File: src/rtl/tdm_pkg.sv
// Shared constants and state encoding for the TDM serial link, used by both the
// sending multiplexer and the receiving-side framer.
package tdm_pkg;
    localparam int NUM_SLOTS = 32;
    localparam int SEL_W     = 5;
    localparam int DIV_W     = 8;

    localparam logic [SEL_W-1:0] LAST_SLOT = SEL_W'(NUM_SLOTS - 1);

    typedef enum logic {
        IDLE = 1'b0,
        SEND = 1'b1
    } state_e;
endpackage

File: src/rtl/tdm_slot_counter.sv
// DIV-cycle divider plus 5-bit slot index; clear dominates run, and the index
// wraps to 0 only through frame end.
module tdm_slot_counter
    import tdm_pkg::*;
#(
    parameter int DIV = 1
) (
    input  logic             clk,
    input  logic             rst_n,
    input  logic             clear,
    input  logic             run,
    output logic [SEL_W-1:0] slot,
    output logic             slot_end,
    output logic             frame_end,
    output logic             frame_end_nxt
);
    localparam logic [DIV_W-1:0] DIV_LAST = DIV_W'(DIV - 1);

    logic [DIV_W-1:0] div_q, div_d;
    logic [SEL_W-1:0] slot_q, slot_d;

    assign slot      = slot_q;
    assign slot_end  = (div_q == DIV_LAST);
    assign frame_end = slot_end && (slot_q == LAST_SLOT);

    always_comb begin
        div_d  = div_q;
        slot_d = slot_q;
        if (clear) begin
            div_d  = '0;
            slot_d = '0;
        end else if (run) begin
            if (slot_end) begin
                div_d  = '0;
                slot_d = frame_end ? '0 : slot_q + 1'b1;
            end else begin
                div_d  = div_q + 1'b1;
            end
        end
    end

    // Lookahead lets the owner register a done flag aligned with the last cycle.
    assign frame_end_nxt = (slot_d == LAST_SLOT) && (div_d == DIV_LAST);

    always_ff @(posedge clk or negedge rst_n) begin
        if (!rst_n) begin
            div_q  <= '0;
            slot_q <= '0;
        end else begin
            div_q  <= div_d;
            slot_q <= slot_d;
        end
    end
endmodule

File: src/rtl/mux32x1_tdm.sv
// Time-division 32:1 mux: captures a word on load and serializes bit i in slot i
// with registered outputs; a load on the done cycle chains frames with no gap.
module mux32x1_tdm
    import tdm_pkg::*;
#(
    parameter int DIV = 1
) (
    input  logic                 clk,
    input  logic                 rst_n,
    input  logic                 load,
    input  logic [NUM_SLOTS-1:0] din,
    output logic                 ready,
    output logic                 y,
    output logic [SEL_W-1:0]     sel,
    output logic                 valid,
    output logic                 frame_start,
    output logic                 done
);
    state_e               state_q, state_d;
    logic [NUM_SLOTS-1:0] shadow_q, shadow_d;
    logic                 y_q, y_d;
    logic [SEL_W-1:0]     sel_q, sel_d;
    logic                 valid_q, valid_d;
    logic                 frame_start_q, frame_start_d;
    logic                 done_q, done_d;

    logic             accept;
    logic [SEL_W-1:0] slot;
    logic [SEL_W-1:0] slot_inc;
    logic             slot_end;
    logic             frame_end;
    logic             frame_end_nxt;

    tdm_slot_counter #(.DIV(DIV)) u_slot_counter (
        .clk           (clk),
        .rst_n         (rst_n),
        .clear         (accept),
        .run           (state_q == SEND),
        .slot          (slot),
        .slot_end      (slot_end),
        .frame_end     (frame_end),
        .frame_end_nxt (frame_end_nxt)
    );

    always_ff @(posedge clk or negedge rst_n) begin
        if (!rst_n) state_q <= IDLE;
        else        state_q <= state_d;
    end

    always_comb begin
        state_d = state_q;
        case (state_q)
            IDLE:    if (accept) state_d = SEND;
            SEND:    if (frame_end) state_d = accept ? SEND : IDLE;
            default: state_d = IDLE;
        endcase
    end

    always_comb begin
        ready  = (state_q == IDLE) || frame_end;
        accept = load && ready;
    end

    assign slot_inc = slot + 1'b1;

    // sel/y move only at slot boundaries or on capture, so they hold for DIV cycles.
    always_comb begin
        shadow_d      = accept ? din : shadow_q;
        sel_d         = sel_q;
        y_d           = y_q;
        if (accept) begin
            sel_d = '0;
            y_d   = din[0];
        end else if (state_q == SEND && slot_end) begin
            sel_d = frame_end ? '0 : slot_inc;
            y_d   = frame_end ? 1'b0 : shadow_q[slot_inc];
        end
        valid_d       = (state_d == SEND);
        frame_start_d = accept;
        done_d        = (state_d == SEND) && frame_end_nxt;
    end

    always_ff @(posedge clk or negedge rst_n) begin
        if (!rst_n) begin
            shadow_q      <= '0;
            y_q           <= 1'b0;
            sel_q         <= '0;
            valid_q       <= 1'b0;
            frame_start_q <= 1'b0;
            done_q        <= 1'b0;
        end else begin
            shadow_q      <= shadow_d;
            y_q           <= y_d;
            sel_q         <= sel_d;
            valid_q       <= valid_d;
            frame_start_q <= frame_start_d;
            done_q        <= done_d;
        end
    end

    assign y           = y_q;
    assign sel         = sel_q;
    assign valid       = valid_q;
    assign frame_start = frame_start_q;
    assign done        = done_q;
endmodule

File: config.mk
export PLATFORM = sky130hd
export DESIGN_NAME = mux32x1_tdm
export DESIGN_NICKNAME = d
export VERILOG_FILES = /design/src/rtl/tdm_pkg.sv /design/src/rtl/tdm_slot_counter.sv /design/src/rtl/mux32x1_tdm.sv
export SDC_FILE = /design/constraint.sdc
export NUM_CORES = 1
export LEC_CHECK = 0
export CAP_MARGIN = 10
export CELL_PAD_IN_SITES_DETAIL_PLACEMENT = 0
export CELL_PAD_IN_SITES_GLOBAL_PLACEMENT = 1
export CORE_ASPECT_RATIO = 0.75
export CORE_MARGIN = 2
export CORE_UTILIZATION = 35
export CTS_CLUSTER_DIAMETER = 40
export DETAILED_ROUTE_END_ITERATION = 16
export PLACE_DENSITY = 0.73
export SLEW_MARGIN = 40
export SYNTH_ARGS = -nofsm -noshare
export SYNTH_HDL_FRONTEND = slang
export SYNTH_SLANG_ARGS = --single-unit
File: constraint.sdc
create_clock -name clk -period 2.6 [get_ports clk]
set_input_delay 0.65 -clock clk [delete_from_list [all_inputs] [get_ports clk]]
set_output_delay 0.65 -clock clk [all_outputs]
set_load 0.01 [all_outputs]
==> flow_metrics.tcl <==
set metrics [dict create \
    status "complete, no violations" \
    syn_avg_cell_area_um2 13.0 \
    synthMuxAreaShare 0.237 \
    area_growth_pct 27.6 \
    postSynthCellCount 226 \
    startpoint "u_slot_counter.div_q[1]" \
    drc_errors 0 \
    fp-row-count 28 \
    leakagePower_nw 1.70 \
    port_buffers 44 \
    r2r_slack_ps 270 \
    globalRouteTotalUtil 0.149 \
    fin_nets 329 \
    drive_above_1_share 0.310 \
    p_total_mw 3.27 \
    fillers 730 \
    endpoint "ready" \
    grt_first_pass_wirelength_mm 10.6 \
    core_area_mm2 0.00799 \
    min_path_type "in -> async" \
    final-hold-violation-count 0 \
    synth_xor_area_frac 0.0269 \
    ant_nets 0 \
    dpl_worst_slack_ps -145 \
    synth_compound_area_frac 0.0987 \
    yosys.area.top_type "dfrtp_1" \
    io_pins 45 \
    cts-root-buf "clkbuf_8" \
    overflow 0 \
    synth_area_leaders "dfrtp_1 (46%), mux2_4 (14%), mux4_2 (6.2%)" \
    setup_tns_ps 0 \
    r2r_cells 8 \
    wirelength_mm 6.36 \
    layout_setup_ws_ps 96.7 \
    viasPerCell 5.08 \
    path_class "reg -> out" \
    rsz0062_at_grt "no" \
    clk_latency_ps 300 \
    critical_path_arrival_ps 1850 \
    r2r_start "u_slot_counter.div_q[1]" \
    drtPass1Iterations 4 \
    grt_pass1_vias 2069 \
    tightest_slew_ps 683 \
    clkTransAtPathRegs_ps 90 \
    hpwl_mm 4.61 \
    fmax_ghz 0.399 \
    antenna_found_initial 0 \
    synth_top_family_by_area "multiplexers" \
    synth_area_mm2 0.00293 \
    cts-buffers-inserted 5 \
    drt_iter0_markers 140 \
    vias 2006 \
    dieArea_mm2 0.00912 \
    final_max_slew_viol_count 0 \
    cts_tree "yes" \
    synth_edf_count 0 \
    post-route-period-util 0.963 \
    yosys.area_share.adder 0.0171 \
    die_h_um 83.2 \
    gp_congestion 0.868 \
    synth_nets 265 \
    ys_seq_elements 54 \
    vdd_drop_max_mv 0.434 \
    synthArstFlopShare 1.00 \
    antenna_cells 0 \
    powerDensity_mw_per_mm2 874 \
    ys_seq_area_frac 0.462 \
    grt_max_degree 55 \
    ctsLongestPathBuffers 2 \
    crit_fanout 3 \
    setup_viol 0 \
    htree_levels 2 \
    relSlewSlack 0.545 \
    finalCriticalPeriod_ps 2500 \
    r2r_end "shadow_q[6]" \
    fin_worst_skew_ps 9.80 \
    yosys_warnings 0 \
    yosysUniqueCellTypes 54 \
    endpoint_kind "output port" \
    cap_violations 0 \
    synth-simple-area-share 0.108 \
    utilization 0.468 \
    cp-start-kind "flip-flop" \
    wire_per_inst_um 16.1 \
    worstPathRequired_ps 1950 \
    yosysTopAreaCellShare 0.462 \
    cts_num_sinks 54 \
    die_w_um 110 \
    start_util 0.367 \
    ys.flop_type "dfrtp_1" \
]
cell families (layout without fill, tap and decap cells):
logic type                 after synthesis  in the layout
DFF                                     54             54
and+or+nand+nor                         53             53
muxes                                   45             45
AOI/OAI and AO/OA                       38             38
buffers and inverters                   23             87
xor gates and xnor gates                 9              9
adders and majority gates                4              4
worst max-delay path, stage by stage (launching register included):
cell	delay, ps
dfrtp_1	400
inv_2	90
ha_4	140
or4b_4	470
o31a_4	300
inv_2	60
buf_6	90
flip-flops by register name (all words and copies together) (netlist names):
register	count
u_slot_counter.div_q	8
valid	1
shadow_q	32
y	1
sel	5
frame_start	1
done	1
u_slot_counter.slot	5
metrics by stage:
step / instances / area [um2] / hold WS [ps]
floorplan: 226 / 2930 / 354
global placement: 386 / 3590 / 486
detailed placement: 386 / 3590 / 493
CTS: 393 / 3710 / 502
global route: 395 / 3740 / 528
finish: 395 / 3740 / 466
per-layer routing:
| layer | vias to the layer above | global-route usage | part of all wire |
|---|---|---|---|
| met2 | 68 | 0.205 | 0.41 |
| met4 | 0 | 0.0276 | 0.0055 |
| met3 | 2 | 0.0338 | 0.063 |
| met5 | - | 0 | 0 |
| li1 | 960 | - | - |
| met1 | 976 | 0.237 | 0.52 |
power by group:
part | leakage, nW | internal, mW | total [mW] | switching [mW]
Clock | 0.0573 | 0.308 | 0.570 | 0.261
Combinational | 0.953 | 0.822 | 1.60 | 0.778
Sequential | 0.689 | 0.991 | 1.10 | 0.107
final cells by class:
cell class,instances,area [um2],area share
Tap cell,105,131,0.0352
Sequential cell,54,1350,0.362
Multi-Input combinational cell,149,1440,0.385
Inverter,8,30.0,0.00804
Clock buffer,6,82.6,0.0221
Timing Repair Buffer,72,672,0.180
Clock inverter,1,30.0,0.00804
cells in the mapped netlist, types with 6 or more instances:
library cell / number
inv_1: 8
mux4_2: 8
xnor2_1: 6
mux2_2: 6
a22o_1: 7
mux2_4: 27
clkbuf_1: 6
dfrtp_1: 54
nand2_1: 11
nand3_1: 6
nor2_1: 9
cells in the final DEF (no fill, tap or decap), drive strengths merged, types with 6 or more instances in the layout:
master / count
dfrtp: 54
clkdlybuf4s50: 42
mux2: 33
buf: 30
nand2: 11
nor2: 10
mux4: 8
inv: 8
a22o: 7
xnor2: 6
nand3: 6
clkbuf: 6
timing repair:
item | CTS | global route
pin swaps | 0 | 1
setup endpoints to repair | 1 | 1
hold buffers | 0 | 0
resized for setup | 9 | 1
setup buffers | 0 | 2
worst min-delay path by stage:
stage	from	to	slack, ps
floorplan	rst_n	done	350
CTS	rst_n	shadow_q[9]	500
finish	rst_n	sel[0]	470
detailed placement	shadow_q[17]	shadow_q[17]	490
global route	rst_n	sel[0]	530
global placement	shadow_q[5]	shadow_q[5]	490
No activity file was read; power rests on OpenSTA's default activity.
